`config.mk`:
```
export PLATFORM = sky130hd
export DESIGN_NAME = dm_store_buffer_flat
export DESIGN_NICKNAME = d
export VERILOG_FILES = /design/src/rtl/dm_store_buffer_if.sv /design/src/rtl/dm_store_buffer.sv /design/src/flat_wrapper.sv
export SDC_FILE = /design/constraint.sdc
export NUM_CORES = 1
export LEC_CHECK = 0
export BUFFER_PORTS_ARGS = -buffer_cell sky130_fd_sc_hd__buf_2
export CAP_MARGIN = 20
export CORE_UTILIZATION = 58
export DETAILED_ROUTE_END_ITERATION = 7
export PLACE_DENSITY = 0.83
export SYNTH_ARGS = -nofsm -noshare
export SYNTH_HDL_FRONTEND = slang
export SYNTH_SLANG_ARGS = --single-unit
export TNS_END_PERCENT = 20
```
`constraint.sdc`:
```
create_clock -name clk -period 5.4 [get_ports clk]
set_input_delay 1.08 -clock clk [delete_from_list [all_inputs] [get_ports clk]]
set_output_delay 1.08 -clock clk [all_outputs]
set_load 0.1 [all_outputs]
```
`src/rtl/dm_store_buffer_if.sv`:
```
// rtl/dm_store_buffer_if.sv - store/load request, data-memory and status bundle for dm_store_buffer
// Signal suffixes are from the buffer's point of view (slave modport).
interface dm_store_buffer_if #(
  parameter int DEPTH = 4,
  parameter int AW    = 16,
  parameter int DW    = 32
);
  logic                   st_req_i;
  logic [AW-1:0]          st_addr_i;
  logic [DW-1:0]          st_data_i;
  logic                   st_ready_o;
  logic                   ld_req_i;
  logic [AW-1:0]          ld_addr_i;
  logic                   ld_busy_o;
  logic                   ld_valid_o;
  logic [DW-1:0]          ld_data_o;
  logic [AW-1:0]          dm_read_addr_o;
  logic [AW-1:0]          dm_write_addr_o;
  logic [DW-1:0]          dm_write_data_o;
  logic                   dm_we_o;
  logic [DW-1:0]          dm_read_data_i;
  logic [$clog2(DEPTH):0] buf_count_o;

  modport master (
    output st_req_i, st_addr_i, st_data_i, ld_req_i, ld_addr_i, dm_read_data_i,
    input  st_ready_o, ld_busy_o, ld_valid_o, ld_data_o, dm_read_addr_o,
           dm_write_addr_o, dm_write_data_o, dm_we_o, buf_count_o
  );

  modport slave (
    input  st_req_i, st_addr_i, st_data_i, ld_req_i, ld_addr_i, dm_read_data_i,
    output st_ready_o, ld_busy_o, ld_valid_o, ld_data_o, dm_read_addr_o,
           dm_write_addr_o, dm_write_data_o, dm_we_o, buf_count_o
  );
endinterface

```
`src/rtl/dm_store_buffer.sv`:
```
// rtl/dm_store_buffer.sv - posted-write store FIFO and load sequencer in front of SISC data memory
// Optional: LOAD_FORWARD_EN returns buffered data on a load address hit instead of draining.
module dm_store_buffer #(
  parameter int DEPTH = 4,
  parameter int AW    = 16,
  parameter int DW    = 32
) (
  input  logic             clk,
  input  logic             rst,
  dm_store_buffer_if.slave bus
);
  localparam int PW = $clog2(DEPTH);
  localparam int CW = PW + 1;

  typedef enum logic [2:0] {IDLE, W_SETUP, W_PULSE, W_HOLD, LD_CHK, LD_CAP} state_t;

  state_t        state_q;
  logic [AW-1:0] addr_mem [DEPTH];
  logic [DW-1:0] data_mem [DEPTH];
  logic [PW-1:0] wr_ptr_q, wr_ptr_d, rd_ptr_q, rd_ptr_d;
  logic [CW-1:0] count_q, count_d;
  logic          ld_busy_q, ld_valid_q, we_q;
  logic [AW-1:0] ld_addr_q, rd_addr_q, wr_addr_q;
  logic [DW-1:0] ld_data_q, wr_data_q;
  logic          push, pop, ld_accept, hit;
  logic [AW-1:0] head_addr;
  logic [DW-1:0] head_data;
`ifdef LOAD_FORWARD_EN
  logic [DW-1:0] hit_data;
`endif

  assign bus.st_ready_o      = (count_q != CW'(DEPTH));
  assign bus.ld_busy_o       = ld_busy_q;
  assign bus.ld_valid_o      = ld_valid_q;
  assign bus.ld_data_o       = ld_data_q;
  assign bus.dm_read_addr_o  = rd_addr_q;
  assign bus.dm_write_addr_o = wr_addr_q;
  assign bus.dm_write_data_o = wr_data_q;
  assign bus.dm_we_o         = we_q;
  assign bus.buf_count_o     = count_q;

  assign push      = bus.st_req_i && bus.st_ready_o;
  assign pop       = (state_q == W_HOLD);
  assign ld_accept = bus.ld_req_i && !ld_busy_q;
  assign head_addr = addr_mem[rd_ptr_q];
  assign head_data = data_mem[rd_ptr_q];

  always_comb begin
    wr_ptr_d = wr_ptr_q;
    rd_ptr_d = rd_ptr_q;
    count_d  = count_q;
    if (push) wr_ptr_d = wr_ptr_q + PW'(1);
    if (pop)  rd_ptr_d = rd_ptr_q + PW'(1);
    if (push && !pop)      count_d = count_q + CW'(1);
    else if (!push && pop) count_d = count_q - CW'(1);
  end

  // Walk oldest to youngest so the last match seen is the newest store.
  always_comb begin
    hit = 1'b0;
`ifdef LOAD_FORWARD_EN
    hit_data = '0;
`endif
    for (int i = 0; i < DEPTH; i++) begin
      if (CW'(i) < count_q && addr_mem[rd_ptr_q + PW'(i)] == ld_addr_q) begin
        hit = 1'b1;
`ifdef LOAD_FORWARD_EN
        hit_data = data_mem[rd_ptr_q + PW'(i)];
`endif
      end
    end
  end

  always_ff @(posedge clk) begin
    if (push) begin
      addr_mem[wr_ptr_q] <= bus.st_addr_i;
      data_mem[wr_ptr_q] <= bus.st_data_i;
    end
  end

  always_ff @(posedge clk or posedge rst) begin
    if (rst) begin
      state_q    <= IDLE;
      wr_ptr_q   <= '0;
      rd_ptr_q   <= '0;
      count_q    <= '0;
      ld_busy_q  <= 1'b0;
      ld_valid_q <= 1'b0;
      we_q       <= 1'b0;
      ld_addr_q  <= '0;
      rd_addr_q  <= '0;
      wr_addr_q  <= '0;
      ld_data_q  <= '0;
      wr_data_q  <= '0;
    end else begin
      wr_ptr_q   <= wr_ptr_d;
      rd_ptr_q   <= rd_ptr_d;
      count_q    <= count_d;
      ld_valid_q <= 1'b0;
      if (ld_accept) begin
        ld_busy_q <= 1'b1;
        ld_addr_q <= bus.ld_addr_i;
      end
      unique case (state_q)
        IDLE: begin
          if (ld_accept || ld_busy_q) begin
            state_q <= LD_CHK;
          end else if (count_q != '0) begin
            wr_addr_q <= head_addr;
            wr_data_q <= head_data;
            state_q   <= W_SETUP;
          end else if (push) begin
            // Empty buffer: the entry being pushed is the head next cycle.
            wr_addr_q <= bus.st_addr_i;
            wr_data_q <= bus.st_data_i;
            state_q   <= W_SETUP;
          end
        end
        W_SETUP: begin
          we_q    <= 1'b1;
          state_q <= W_PULSE;
        end
        W_PULSE: begin
          we_q    <= 1'b0;
          state_q <= W_HOLD;
        end
        W_HOLD: state_q <= IDLE;
        LD_CHK: begin
          if (hit) begin
`ifdef LOAD_FORWARD_EN
            ld_data_q  <= hit_data;
            ld_valid_q <= 1'b1;
            ld_busy_q  <= 1'b0;
            state_q    <= IDLE;
`else
            wr_addr_q <= head_addr;
            wr_data_q <= head_data;
            state_q   <= W_SETUP;
`endif
          end else begin
            rd_addr_q <= ld_addr_q;
            state_q   <= LD_CAP;
          end
        end
        LD_CAP: begin
          ld_data_q  <= bus.dm_read_data_i;
          ld_valid_q <= 1'b1;
          ld_busy_q  <= 1'b0;
          state_q    <= IDLE;
        end
        default: state_q <= IDLE;
      endcase
    end
  end
endmodule

```
`src/flat_wrapper.sv`:
```
// flat-port wrapper written by rule: the top's interface ports become plain ports
module dm_store_buffer_flat 
#(
  parameter int DEPTH = 4,
  parameter int AW    = 16,
  parameter int DW    = 32
)
  (clk, rst, bus_st_req_i, bus_st_addr_i, bus_st_data_i, bus_ld_req_i, bus_ld_addr_i, bus_dm_read_data_i, bus_st_ready_o, bus_ld_busy_o, bus_ld_valid_o, bus_ld_data_o, bus_dm_read_addr_o, bus_dm_write_addr_o, bus_dm_write_data_o, bus_dm_we_o, bus_buf_count_o);
  dm_store_buffer_if #(.DEPTH(DEPTH), .AW(AW), .DW(DW)) bus_i ();
  input  logic clk;
  input  logic rst;
  input wire logic [$bits(bus_i.st_req_i)-1:0] bus_st_req_i;
  input wire logic [$bits(bus_i.st_addr_i)-1:0] bus_st_addr_i;
  input wire logic [$bits(bus_i.st_data_i)-1:0] bus_st_data_i;
  input wire logic [$bits(bus_i.ld_req_i)-1:0] bus_ld_req_i;
  input wire logic [$bits(bus_i.ld_addr_i)-1:0] bus_ld_addr_i;
  input wire logic [$bits(bus_i.dm_read_data_i)-1:0] bus_dm_read_data_i;
  output wire logic [$bits(bus_i.st_ready_o)-1:0] bus_st_ready_o;
  output wire logic [$bits(bus_i.ld_busy_o)-1:0] bus_ld_busy_o;
  output wire logic [$bits(bus_i.ld_valid_o)-1:0] bus_ld_valid_o;
  output wire logic [$bits(bus_i.ld_data_o)-1:0] bus_ld_data_o;
  output wire logic [$bits(bus_i.dm_read_addr_o)-1:0] bus_dm_read_addr_o;
  output wire logic [$bits(bus_i.dm_write_addr_o)-1:0] bus_dm_write_addr_o;
  output wire logic [$bits(bus_i.dm_write_data_o)-1:0] bus_dm_write_data_o;
  output wire logic [$bits(bus_i.dm_we_o)-1:0] bus_dm_we_o;
  output wire logic [$bits(bus_i.buf_count_o)-1:0] bus_buf_count_o;
  assign bus_i.st_req_i = bus_st_req_i;
  assign bus_i.st_addr_i = bus_st_addr_i;
  assign bus_i.st_data_i = bus_st_data_i;
  assign bus_i.ld_req_i = bus_ld_req_i;
  assign bus_i.ld_addr_i = bus_ld_addr_i;
  assign bus_i.dm_read_data_i = bus_dm_read_data_i;
  assign bus_st_ready_o = bus_i.st_ready_o;
  assign bus_ld_busy_o = bus_i.ld_busy_o;
  assign bus_ld_valid_o = bus_i.ld_valid_o;
  assign bus_ld_data_o = bus_i.ld_data_o;
  assign bus_dm_read_addr_o = bus_i.dm_read_addr_o;
  assign bus_dm_write_addr_o = bus_i.dm_write_addr_o;
  assign bus_dm_write_data_o = bus_i.dm_write_data_o;
  assign bus_dm_we_o = bus_i.dm_we_o;
  assign bus_buf_count_o = bus_i.buf_count_o;
  dm_store_buffer #(.DEPTH(DEPTH), .AW(AW), .DW(DW)) u_core (.clk(clk), .rst(rst), .bus(bus_i));
endmodule
```
# Word-level counts from Yosys, hierarchy flattened

Memory sizes are Yosys's and may differ from the RTL's.
Index checks and enable logic that the tools add are counted.

Bits in registers: 125
Memory bits (writable): 192
Input bits: 100
Output and inout bits: 103
Word-level logic and storage cells: 86
Memories kept: 2

Memory list:

| name            | words | width | rd ports | clocked after memory_dff | wr ports | RTL line              | RTL |
|---|---|---|---|---|---|---|---|
| u_core.data_mem | 4     | 32    | 1        | 0                        | 1        | dm_store_buffer.sv:19 | `logic [DW-1:0] data_mem [DEPTH];` |
| u_core.addr_mem | 4     | 16    | 4        | 0                        | 1        | dm_store_buffer.sv:18 | `logic [AW-1:0] addr_mem [DEPTH];` |

$add $sub $neg: 6
$lt $le $gt $ge: 4
Equality and inequality tests: 14
Multiplexer cells: 27
Bitwise gates (word level): 1
Reductions and logical operators: 20

Operators with widths:

| kind                  | number |
|---|---|
| $mux W32              | 4 |
| $eq A16 B16 Y1        | 4 |
| $mux W16              | 4 |
| $pmux W32 S2          | 1 |
| $pmux W16 S2          | 1 |
| $mux W3               | 6 |
| $pmux W3 S4           | 1 |
| $mux W1               | 9 |
| $logic_and A1 B1 Y1   | 8 |
| $reduce_bool A2 Y1    | 4 |
| $eq A3 B2 Y1 const B  | 2 |
| $eq A3 B3 Y1 const B  | 2 |
| $lt A1 B3 Y1 const A  | 2 |
| $lt A2 B3 Y1 const A  | 2 |
| $add A2 B1 Y2 const B | 2 |
| $add A2 B2 Y2 const B | 2 |
| $ne A4 B1 Y1 const B  | 1 |
| $reduce_and A4 Y1     | 1 |
| $add A3 B1 Y3 const B | 1 |
| $eq A3 B1 Y1 const B  | 1 |
| $logic_not A1 Y1      | 3 |
| $logic_not A3 Y1      | 1 |
| $ne A3 B1 Y1 const B  | 1 |
| $ne A3 B3 Y1 const B  | 1 |
| 8 further kinds       | 8 |

# Depth between registers and ports, before layout

Gate-level depths: netlist (run 1).
An unclocked memory read counts as a cell.

Word-level depth: 9
Mapped depth: 14

# Worst setup path after synthesis (run 1)

OpenSTA, ideal clock, no wires.

Path kind: register to register
Start point: reg u_core.count_q[0], in the netlist u_core.bus.buf_count_o[0]
End point: mem u_core.addr_mem[0][0], enable pin
Library setup time: 0.411 ns
Data arrival time: 3.485 ns
Data required time: 4.989 ns
Slack: 1.504 ns
Cell stages (with the launch flop): 5
Path through: dfrtp_1 -> inv_1 -> ha_1 -> nand2_1 -> and3_1

Word-level cells in the longest chain between the ends: 4

Ends and longest elaborated chain:

| item                          | RTL line              | RTL |
|---|---|---|
| from (decl)                   | dm_store_buffer.sv:21 | `logic [CW-1:0] count_q, count_d;` |
| from (signal assigned)        | dm_store_buffer.sv:98 | `count_q <= count_d;` |
| $ne A3 B3 Y1                  | dm_store_buffer.sv:32 | `assign bus.st_ready_o = (count_q != CW'(DEPTH));` |
| named net bus_st_ready_o      | flat_wrapper.sv:18    | `output wire logic [$bits(bus_i.st_ready_o)-1:0] bus_st_ready_o;` |
| $logic_and A1 B1 Y1           | dm_store_buffer.sv:42 | `assign push = bus.st_req_i && bus.st_ready_o;` |
| $mux W1                       | dm_store_buffer.sv:75 | `if (push) begin` |
| $mux W1 (not written as such) | dm_store_buffer.sv:76 | `addr_mem[wr_ptr_q] <= bus.st_addr_i;` |
| to (decl)                     | dm_store_buffer.sv:18 |  |

The timed path passes the listed nets, and every way through them passes these cells.

# Worst setup path after layout (run 1)

Start point: reg u_core.rd_ptr_q[1]
End point: reg u_core.rd_addr_q[7], in the netlist u_core.bus.dm_read_addr_o[7]

Word-level cells in the longest chain between the ends: 9
Elaborated cells on any way between the ends: 18
Classes of those cells: add/sub: 3; eq/ne: 4; mux: 4; bitwise: 1; reduce/logical: 5; memory: 1

Ends and longest elaborated chain:

| item                                                         | RTL line               | RTL |
|---|---|---|
| from (decl)                                                  | dm_store_buffer.sv:20  | `logic [PW-1:0] wr_ptr_q, wr_ptr_d, rd_ptr_q, rd_ptr_d;` |
| from (signal assigned)                                       | dm_store_buffer.sv:97  | `rd_ptr_q <= rd_ptr_d;` |
| $add A2 B1 Y2 / $mem_v2 Z4 W16 (equally long branches)       | n/a                    |  |
| $mem_v2 Z4 W16 (*)                                           | n/a                    |  |
| $eq A16 B16 Y1 / $logic_and A1 B1 Y1 (equally long branches) | dm_store_buffer.sv:65  | `if (CW'(i) < count_q && addr_mem[rd_ptr_q + PW'(i)] == ld_addr_q) begin` |
| $logic_and A1 B1 Y1 / $mux W1 (equally long branches)        | dm_store_buffer.sv:65  |  |
| $mux W1 (2 in series)                                        | dm_store_buffer.sv:65  |  |
| $mux W1 (*)                                                  | dm_store_buffer.sv:65  |  |
| $not A1 Y1 (no source line) (*)                              | n/a                    |  |
| $reduce_and A2 Y1 (no source line) (*)                       | n/a                    |  |
| to (signal assigned)                                         | dm_store_buffer.sv:141 | `rd_addr_q <= ld_addr_q;` |
| to (decl)                                                    | dm_store_buffer.sv:23  | `logic [AW-1:0] ld_addr_q, rd_addr_q, wr_addr_q;` |

Every way passes the cells marked *; elsewhere a longest branch is shown, timed or not.
A chain may end at the register's enable or synchronous reset.

==> impl_results.md, run 1 <==
- Yosys top cell by area: edfxtp_1
- Buffers inserted by post-CTS timing repair: 0
- Overflow left after global routing: 0
- Area of the core: 25200 um2
- Clk pin slew, worst setup/hold paths: 0.06 ns
- Number of clock buffers inserted by TritonCTS: 34
- Post-route cell area: between 15000 and 20000 um2
- Total DRC errors in the routed layout: 0
- Placement-stage cell area: 16100 um2
- Count of unique library cells instantiated by Yosys: 60
- Max-cap viol count: 0
- Top cells by area in the synthesized netlist: edfxtp_1, dfrtp_1, mux2_2
- Required time of the critical path: ~5.8 ns
- Remaining antenna violation count: 0
- Endpoint of the worst hold-timing path: u_core.bus.ld_data_o[14]
- Cell Rows: 58
- First DRT Iteration DRCs: 799
- Final Max Tran Viols: 0
- Adder and majority cell fraction of the synthesized area: less than 1%
- Final setup viols: 0
- Final-layout setup total negative slack: 0 ns
- Fraction of synthesized area in multiplexers: 26.0%
- Endpoints failing hold: 0
- Timing-limited maximum frequency: 241 MHz
- Vertical extent of the die: 162 um
- Seq/Total Area, Yosys: between 50% and 60%
- Number of detailed-route iterations in the first pass: 5
- Horizontal extent of the die: around 160 um
- EDFF count, synth: roughly 190
- Die outline area: between 20000 and 30000 um2
- Largest net degree at the start of global routing: 87
- Synthesized flop and latch total: 317
- Clock period minus final worst setup slack: just over 4 ns
- Syn. warnings: 0
- Syn Area/Cell: ~17 um2
- Port Buf Inserts: between 200 and 250
- Total number of nets in the final design: 1202
- Quantity of gates resized following cts: 0
- RSZ-0062 raised after global routing: false
- Worst min-delay path startpoint: u_core.bus.ld_data_o[14]
- HPWL reported at the end of detailed placement: about 22 mm
- Most frequent cells in the layout: buf_2, edfxtp_1, mux2_2, dfrtp_1, mux4_2
- Top-level port count: 203
- WP data arrival: 4.55 ns
- Type of the worst setup path: flop to flop
- CTS Root Buffer Type: clkbuf_16
- Via count of the first global-routing pass: just under 9000
- Max-slew headroom: 33.9%
- H-tree depth reported by CTS: 2
- Period utilization: between 70 and 80%
- CTS hold repair buffers: 0
- Routability Congestion: between 0.9 and 1
- Share of flip-flops with an asynchronous set or reset: about two fifths
- Source of the worst register-to-register timing path: u_core.rd_ptr_q[1]
- Antenna violations before repair: 3
- Worst skew pair latency: roughly 0.53 ns
- Critical path capture point type: flop
- Final Skew: 0.0190 ns
- Register-to-register setup slack: between 1 and 1.5 ns
- Maximum buffer depth of the clock tree: 3
- CTS tree: done
- Global-route usage over all layers: about a quarter
- Outcome: completed
- Detailed-route wire length: roughly 32 mm
- Worst min-delay path class: flop to flop
- WL/cell: approximately 22 um
- Mapped Nets: 1010
- Via density per instance: just under 6
- Combined area of all synthesized cells: 14900 um2
- Transition time of the tightest slew-check pin: about 0.98 ns
- Most common cell after layout, fill and taps aside: buf_2
- Initial core utilization: roughly three fifths
- Share of cells above drive strength 1: roughly 45%
- Synthesized instance count: between 900 and 1000
- Synthesized-area fraction occupied by ao, oa, aoi and oai cells: about 2.4%
- Area growth from synthesis to layout: 15.2%
- Commonest register cell after synthesis: edfxtp_1
- Largest family of logic cells by synthesized area: multiplexers
- Startpoint class of the critical path: flop
- Number of cell instances on the worst register-to-register path: 9
- Simple-Gate Fraction of Synth Area: between 4 and 5%
- XOR/XNOR Fraction of Synth Area: 3.71%
- End of the worst register-to-register path: u_core.bus.dm_read_addr_o[7]
- Clock sinks: 317
- Share of the synthesized area in the top cell type: between 30% and 40%
- Worst-path maximum fanout: 58
- Wire length of the first global-routing pass: roughly 50 mm
- Vias after detailed routing: ~8700
- Cell count of the worst hold path: 1
[area by class of cell]
class,instances,area [um2]
clock inverter,20,176
fill,1703,8040
sequential,317,8900
clock buffer,42,911
tap,330,413
antenna,3,7.51
timing repair buffer,217,1150
inverter,18,72.6
multi-input combinational,505,5520
[cells by family (layout without fill, tap and decap cells)]
group,Yosys count,after routing
other,0,3
buffers and inverters,79,297
DFF,317,317
xor gates and xnor gates,63,63
and+or+nand+nor,110,110
AOI/OAI and AO/OA,53,53
adders and majority gates,9,9
muxes,270,270
[worst max path at each step]
| stage | startpoint | end | slack (ns) |
|---|---|---|---|
| floorplan | rst | u_core.bus.buf_count_o[0] | 0.99 |
| global placement | u_core.rd_ptr_q[1] | u_core.bus.dm_read_addr_o[1] | 1.27 |
| detailed placement | u_core.rd_ptr_q[1] | u_core.bus.dm_read_addr_o[1] | 1.22 |
| CTS | u_core.rd_ptr_q[1] | u_core.bus.dm_read_addr_o[9] | 1.21 |
| global route | u_core.rd_ptr_q[1] | u_core.bus.dm_read_addr_o[0] | 1.0 |
| finish | u_core.rd_ptr_q[1] | u_core.bus.dm_read_addr_o[7] | 1.25 |
[state kept, by name, summed over array words and instances, names as in the netlist]
register                    cells
u_core.bus.dm_write_addr_o     16
u_core.bus.dm_write_data_o     32
u_core.bus.buf_count_o          3
u_core.ld_addr_q               16
u_core.bus.dm_read_addr_o      16
u_core.state_q                  3
u_core.data_mem               128
u_core.rd_ptr_q                 2
u_core.bus.ld_data_o           32
u_core.bus.ld_busy_o            1
u_core.bus.dm_we_o              1
u_core.bus.ld_valid_o           1
u_core.wr_ptr_q                 2
u_core.addr_mem                64
[cells in the mapped netlist (11+ instances only)]
master,n
o21ai_0,20
mux4_2,68
buf_2,11
clkbuf_1,16
nand2_1,28
inv_1,17
xnor2_1,57
nor2_1,14
mux2_2,153
dfrtp_1,125
nand4_1,14
edfxtp_1,192
nand3_1,12
mux2i_1,41
[critical path: stages, from the launching register on]
cell and delay, ns:
dfrtp_4 0.83, buf_12 0.39, mux4_2 0.56, xnor2_1 0.15, and4_1 0.20, nand4b_1 0.09, nor4_1 0.06, or4_4 0.56
nor4_4 0.76, mux2_2 0.42
[layer usage]
metal  share of wire [%]  GRT usage [%]  vias to the layer above
li1                    -              -                     3887
met1                  42           34.5                     4372
met2                  48           41.6                      343
met3                 7.4           5.16                       63
met4                 2.4           8.02                        0
met5                   0              0                        -
[through the flow]
stage	cells	hold slack, ns	setup WS (ns)	utilization [%]
final	1452	0.497	1.25	68.1
after CTS	1449	0.502	1.21	68.1
after global placement	1387	0.483	1.27	63.7
after floorplan	901	0.502	0.992	-
after detailed placement	1387	0.490	1.22	63.7
after global routing	1449	0.513	0.999	68.1
Power of run 1 is not shown: default switching activity piles up to over one toggle a cycle in this logic, so the estimate is an artifact.
==> run 2: changes to the inputs <==
==> constraint.sdc (replaced) <==
create_clock -name clk -period 3.86 [get_ports clk]
set_input_delay 0.772 -clock clk [delete_from_list [all_inputs] [get_ports clk]]
set_output_delay 0.772 -clock clk [all_outputs]
set_load 0.1 [all_outputs]
==> impl_results.md, run 2 (synthesis results as in run 1) <==
- Outcome: completed
- Routability Congestion: 0.924 (-6.8%)
- Share of cells above drive strength 1: 45.9% (+0.68 points)
- WP data arrival: 3.99 ns (-0.56 ns)
- First DRT Iteration DRCs: 807 (+1.0%)
- Buffers inserted by post-CTS timing repair: 0 (unchanged)
- Cell-by-cell listing of the critical path: clkinv_1 > buf_4 > mux2i_1 > xnor2_1 > nand4_1 > nor4_1 > or4_1 > o21ai_4 > buf_12 > mux2_2
- Overflow left after global routing: 0 (unchanged)
- Global-route usage over all layers: 25.8% (+0.38 points)
- Timing-limited maximum frequency: 281 MHz (+17%)
- WL/cell: 22.6 um (+1.5%)
- Clock period minus final worst setup slack: 3.55 ns (-0.598 ns)
- Standard cell with the maximum stage delay on the critical path: dfrtp_4
- Total length of routed met3 wires: 2.65 mm (+11%)
- Final setup viols: 0 (unchanged)
- CTS Root Buffer Type: clkbuf_16
- Number of clock buffers inserted by TritonCTS: 31 (-8.8%)
- Longest individual stage delay on the worst path: 0.85 ns (+0.02 ns)
- Largest Register: u_core.data_mem
- Area of the core: 25200 um2 (unchanged)
- Via density per instance: 6.02 (+0.90%)
- Total number of nets in the final design: 1219 (+1.4%)
- Fillers: 1715 (+0.70%)
- Final Max Tran Viols: 0 (unchanged)
- End of the worst register-to-register path: u_core.bus.dm_write_addr_o[7]
- Required time of the critical path: 4.30 ns (-1.50 ns)
- Clk pin slew, worst setup/hold paths: 0.06 ns (about the same)
- Worst-path maximum fanout: 47 (-19%)
- Storage element area: 8900 um2 (unchanged)
- Max-cap viol count: 0 (unchanged)
- Endpoints failing hold: 0 (unchanged)
- Area growth from synthesis to layout: 16.6%
- Clock sinks: 317 (unchanged)
- Horizontal extent of the die: 162 um (unchanged)
- Number of detailed-route iterations in the first pass: 5 (unchanged)
- Wire length of the first global-routing pass: 51.5 mm (+2.9%)
- Minimum setup slack in the final design: 0.305 ns (-0.942 ns)
- Total DRC errors in the routed layout: 0 (unchanged)
- HPWL reported at the end of detailed placement: 22.7 mm (+4.3%)
- Cell Rows: 58 (unchanged)
- CTS hold repair buffers: 0 (unchanged)
- H-tree depth reported by CTS: 1 (-1)
- Period utilization: 92.1% (+15 points)
- Worst skew pair latency: 0.57 ns (+0.04 ns)
- Die outline area: 26300 um2 (unchanged)
- Number of cell instances on the worst register-to-register path: 10 (+1)
- Startpoint class of the critical path: flop
- Most frequent cells in the layout: buf_2, edfxtp_1, mux2_2, dfrtp_1, mux4_2
- Type of the worst setup path: flop to flop
- RSZ-0062 raised after global routing: false
- Largest net degree at the start of global routing: 48 (-45%)
- Source of the worst register-to-register timing path: u_core.rd_ptr_q[1]
- Highest metal used: met4
- Register-to-register setup slack: 0.31 ns (-0.94 ns)
- Metal2 WL: 16.1 mm (+3.5%)
- Antenna violations before repair: 2 (-1)
- Max-slew headroom: 47.4% (+14 points)
- CTS tree: done
- Remaining antenna violation count: 0 (unchanged)
- Largest registers: u_core.data_mem x128, u_core.addr_mem x64
- Transition time of the tightest slew-check pin: 0.789 ns (-0.195 ns)
- Worst min-delay path class: input pin to async pin
- Quantity of gates resized following cts: 0 (unchanged)
- Footprint of the multi-input gates: 5520 um2 (unchanged)
- Flip-flop count of the largest register, all copies and words added: 128 (unchanged)
- Port Buf Inserts: 202 (unchanged)
- Initial core utilization: 59.1% (unchanged)
- Via count of the first global-routing pass: 9028 (+2.7%)
- Final Skew: 0.0169 ns (-0.00206 ns)
- Vertical extent of the die: 162 um (unchanged)
- Most common cell after layout, fill and taps aside: buf_2
- Worst slack at placement: 0.325 ns (-0.896 ns)
- Top-level port count: 203 (unchanged)
- Routed length on met1: 13.7 mm (+0.54%)
- Critical path capture point type: flop
- Vias after detailed routing: 8845 (+2.1%)
- Detailed-route wire length: 33.2 mm (+2.7%)
- Maximum buffer depth of the clock tree: 3 (unchanged)
-- run 2: final cells by class --
class                           count  share of cell area (%)
Sequential cell                   317                    51.3
Multi-Input combinational cell    505                    31.8
Timing Repair Buffer              237                    7.84
Clock buffer                       46                    5.38
Tap cell                          330                    2.38
Clock inverter                     12                   0.865
Inverter                           18                   0.411
Antenna cell                        4                  0.0577
-- run 2: worst max-delay path by stage --
| stage | start | to | slack [ns] | cells after the start |
|---|---|---|---|---|
| after global placement | u_core.rd_ptr_q[1] | u_core.bus.dm_write_data_o[11] | 0.36 | 9 |
| after global routing | u_core.rd_ptr_q[1] | u_core.bus.dm_write_addr_o[7] | 0.08 | 10 |
| after detailed placement | u_core.rd_ptr_q[1] | u_core.bus.dm_write_addr_o[7] | 0.32 | 9 |
| final | u_core.rd_ptr_q[1] | u_core.bus.dm_write_addr_o[7] | 0.31 | 10 |
| after floorplan | u_core.bus.buf_count_o[0] | u_core.addr_mem[0][0] | -0.04 | 4 |
| after CTS | u_core.rd_ptr_q[1] | u_core.bus.dm_write_addr_o[7] | 0.30 | 9 |
-- run 2: metal layers --
metal  vias up  global-route usage [%]
met3        56                    4.95
li1       3929                       -
met1      4466                    36.0
met5         -                       0
met4         0                    7.68
met2       394                    41.6
-- run 2: metrics by stage --
stage | TNS, ns | util (%) | instance area, um2 | std cells | hold WS [ns]
2_1_floorplan | -6.92 | - | 14900 | 901 | 0.502
3_3_place_gp | 0 | 64.5 | 16200 | 1406 | 0.482
3_5_place_dp | 0 | 64.5 | 16200 | 1406 | 0.488
4_1_cts | 0 | 68.8 | 17300 | 1464 | 0.398
5_1_grt | 0 | 68.9 | 17300 | 1465 | 0.0705
6_report | 0 | 68.9 | 17400 | 1469 | 0.0896
-- run 2: worst max-delay path: cells and delay by family (launching register included) --
kind            cells  cell delay (ns)
mux                 2             0.71
xor+xnor            1             0.16
simple gates        3             0.76
compound gates      1             0.20
buf+inv             3             0.74
flops               1             0.85
Power of run 2 is left out for the same reason.
==> run 3: changes to the inputs <==
--- a/config.mk
+++ b/config.mk
@@ -5,9 +5,11 @@
 export SDC_FILE = /design/constraint.sdc
 export NUM_CORES = 1
 export LEC_CHECK = 0
+export ABC_AREA = 1
 export BUFFER_PORTS_ARGS = -buffer_cell sky130_fd_sc_hd__buf_2
 export CAP_MARGIN = 20
 export CORE_UTILIZATION = 58
+export CTS_CLUSTER_SIZE = 10
 export DETAILED_ROUTE_END_ITERATION = 7
 export PLACE_DENSITY = 0.83
 export SYNTH_ARGS = -nofsm -noshare
==> constraint.sdc (replaced) <==
create_clock -name clk -period 3.86 [get_ports clk]
set_input_delay 0.772 -clock clk [delete_from_list [all_inputs] [get_ports clk]]
set_output_delay 0.772 -clock clk [all_outputs]
set_load 0.01 [all_outputs]
==> impl_results.md, run 3 <==
- Outcome: completed
- Routability Congestion: 0.912 (-1.3%)
- Register-to-register setup slack: 0.47 ns (+0.16 ns)
- Via count of the first global-routing pass: 12100 (+34%)
- Horizontal extent of the die: 163 um (+0.40%)
- Quantity of gates resized following cts: 0 (unchanged)
- Minimum setup slack in the final design: 0.467 ns (+0.161 ns)
- Required time of the critical path: 4.31 ns (about the same)
- Clock period minus final worst setup slack: 3.39 ns (-0.161 ns)
- Die outline area: 26500 um2 (+0.80%)
- Share of flip-flops with an asynchronous set or reset: 39.4% (unchanged)
- Port Buf Inserts: 202 (unchanged)
- Top-level port count: 203 (unchanged)
- Top-count cell post-synth: nand2_1
- Final Skew: 0.0203 ns (+0.00332 ns)
- Count of unique library cells instantiated by Yosys: 28 (-53%)
- Initial core utilization: 59.4% (+0.31 points)
- Syn Area/Cell: 8.77 um2 (-47%)
- Final-layout setup total negative slack: 0 ns (unchanged)
- Buffers inserted by post-CTS timing repair: 0 (unchanged)
- Synthesized instance count: 1712 (+90%)
- Global-route usage over all layers: 29.6% (+3.7 points)
- Commonest register cell after synthesis: edfxtp_1
- Number of cell instances on the worst register-to-register path: 16 (+6)
- EDFF count, synth: 192 (unchanged)
- Longest individual stage delay on the worst path: 0.68 ns (-0.17 ns)
- Top cells by area in the synthesized netlist: edfxtp_1, dfrtp_1, nand2_1
- Syn. warnings: 0 (unchanged)
- Max rail drop VDD: 455 uV
- Period utilization: 87.9% (-4.2 points)
- Total number of nets in the final design: 1993 (+63%)
- Area growth from synthesis to layout: 16.4%
- Placement-stage cell area: 16300 um2 (+0.22%)
- Most frequent cells in the layout: nand2_1, nand3_1, buf_2, edfxtp_1, dfrtp_1
- Share of cells above drive strength 1: 15.2% (-31 points)
- Mapped Nets: 1821 (+80%)
- Worst min-delay path class: input pin to async pin
- Timing-limited maximum frequency: 295 MHz (+4.8%)
- Type of the worst setup path: flop to flop
- WL/cell: 17.4 um (-23%)
- Clock sinks: 317 (unchanged)
- Startpoint class of the critical path: flop
- Vertical extent of the die: 163 um (+0.40%)
- Wire length of the first global-routing pass: 61.4 mm (+19%)
- Endpoints failing hold: 0 (unchanged)
- Post-route cell area: 17500 um2 (+0.63%)
- Top cells by count, synth: nand2_1, nand3_1, edfxtp_1
- Cell Rows: 58 (unchanged)
- CTS hold repair buffers: 0 (unchanged)
- Hold slack final: 0.264 ns (+0.175 ns)
- Synthesized flop and latch total: 317 (unchanged)
- Cell-by-cell listing of the critical path: buf_4 > nand3_1 > o21ai_0 > nand2_1 > nand2_1 > inv_1 > nand2_1 > nor2_1 > nand3_1 > nor2_1 > nor2_1 > nand2_4 > nand3_2 > buf_4 > nand2_1 > nand2_1
- Vias after detailed routing: 12800 (+45%)
- Critical path's most frequent cell: nand2_1
- Transition time of the tightest slew-check pin: 0.947 ns (+0.158 ns)
- Share of the synthesized area in the top cell type: 38.4% (-0.31 points)
- Number of clock buffers inserted by TritonCTS: 38 (+23%)
- Clk pin slew, worst setup/hold paths: 0.06 ns (about the same)
- Max-slew headroom: 36.8% (-11 points)
- WP data arrival: 3.84 ns (-0.15 ns)
- Area of the core: 25300 um2 (+0.29%)
- Number of detailed-route iterations in the first pass: 6 (+1)
- Worst skew pair latency: 0.52 ns (-0.05 ns)
- Maximum buffer depth of the clock tree: 3 (unchanged)
- Worst slack at placement: 0.462 ns (+0.137 ns)
- Seq/Total Area, Yosys: 59.3% (-0.48 points)
- Largest net degree at the start of global routing: 88 (+83%)
- Post-route total power: between 15000 and 20000 uW
- Max-cap viol count: 0 (unchanged)
- Final Max Tran Viols: 0 (unchanged)
- Final setup viols: 0 (unchanged)
- CTS tree: done
- Source of the worst register-to-register timing path: u_core.rd_ptr_q[1]
- First DRT Iteration DRCs: 1191 (+48%)
- Flip-flop count of the largest register, all copies and words added: 128 (unchanged)
- RSZ-0062 raised after global routing: false
- Critical path capture point type: flop
- Worst-path maximum fanout: 65 (+38%)
- HPWL reported at the end of detailed placement: 24.6 mm (+8.5%)
- Standard cell with the maximum stage delay on the critical path: dfrtp_4
- Total DRC errors in the routed layout: 0 (unchanged)
- H-tree depth reported by CTS: 2 (+1)
- Power Density: a little over 900 nW/um2
- Largest Register: u_core.data_mem
- Antenna violations before repair: 4 (+2)
- Overflow left after global routing: 0 (unchanged)
- Remaining antenna violation count: 0 (unchanged)
- Via density per instance: 5.71 (-5.2%)
- End of the worst register-to-register path: u_core.bus.dm_write_addr_o[4]
- CTS Root Buffer Type: clkbuf_16
- Most common cell after layout, fill and taps aside: nand2_1
- Detailed-route wire length: 39.1 mm (+18%)
- Combined area of all synthesized cells: 15000 um2 (+0.81%)
- Yosys top cell by area: edfxtp_1
- Largest registers: u_core.data_mem x128, u_core.addr_mem x64
- Static leakage: about 0.008 uW
run 3: worst max path at each step:
stage,from,end,slack (ns),depth (start not counted)
3_5_place_dp,u_core.rd_ptr_q[0],u_core.bus.dm_write_addr_o[4],0.46,17
5_1_grt,u_core.rd_ptr_q[1],u_core.bus.dm_write_data_o[5],0.08,16
4_1_cts,u_core.rd_ptr_q[1],u_core.bus.dm_write_addr_o[4],0.44,17
3_3_place_gp,u_core.rd_ptr_q[0],u_core.bus.dm_write_data_o[11],0.57,17
6_report,u_core.rd_ptr_q[1],u_core.bus.dm_write_addr_o[4],0.47,16
2_1_floorplan,u_core.bus.buf_count_o[0],u_core.addr_mem[0][0],0.32,5
run 3: logic make-up after synthesis:
group / share of synthesized area [%]
AO/OA/AOI/OAI: 3.26
XOR/XNOR: 0.700
adder cells (fa/ha/maj): 0.750
buffers and inverters: 4.95
flip-flops: 59.3
AND/OR/NAND/NOR: 31.1
run 3: per-layer routing:
layer  vias up  GRT usage [%]  part of all wire, %
met1      6039           39.5                   41
met5         -              0                0.051
met4         4           11.0                  2.6
met3        81           5.04                  8.7
met2       616           48.6                   48
li1       6068              -                    -
run 3: critical path, delay by kind of cell (launching register included):
family                 cells  cell delay, ns
AO/OA/AOI/OAI              1            0.15
buffers and inverters      3            1.18
flip-flops                 1            0.68
AND/OR/NAND/NOR           12            1.25
run 3: per-stage QoR:
stage / utilization [%] / cells
floorplan: - / 1712
global route: 69.1 / 2241
global placement: 64.5 / 2172
detailed placement: 64.5 / 2172
finish: 69.2 / 2243
CTS: 68.9 / 2238
run 3: cell type report:
class                      count  area, um2
antenna                        3       7.51
clock buffer                  63       1090
tap                          330        413
inverter                      77        293
timing repair buffer         228       1290
clock inverter                 3       41.3
sequential                   317       8900
fill                        1937       7790
multi-input combinational   1222       5440
run 3: power breakdown:
part           internal, uW  leakage [uW]  switching [uW]  total, uW
combinational          2250       0.00435            4970       7220
clock                  1920      0.000538            1310       3230
sequential             4730       0.00327             640       5370
(Power assumes the default switching activity.)
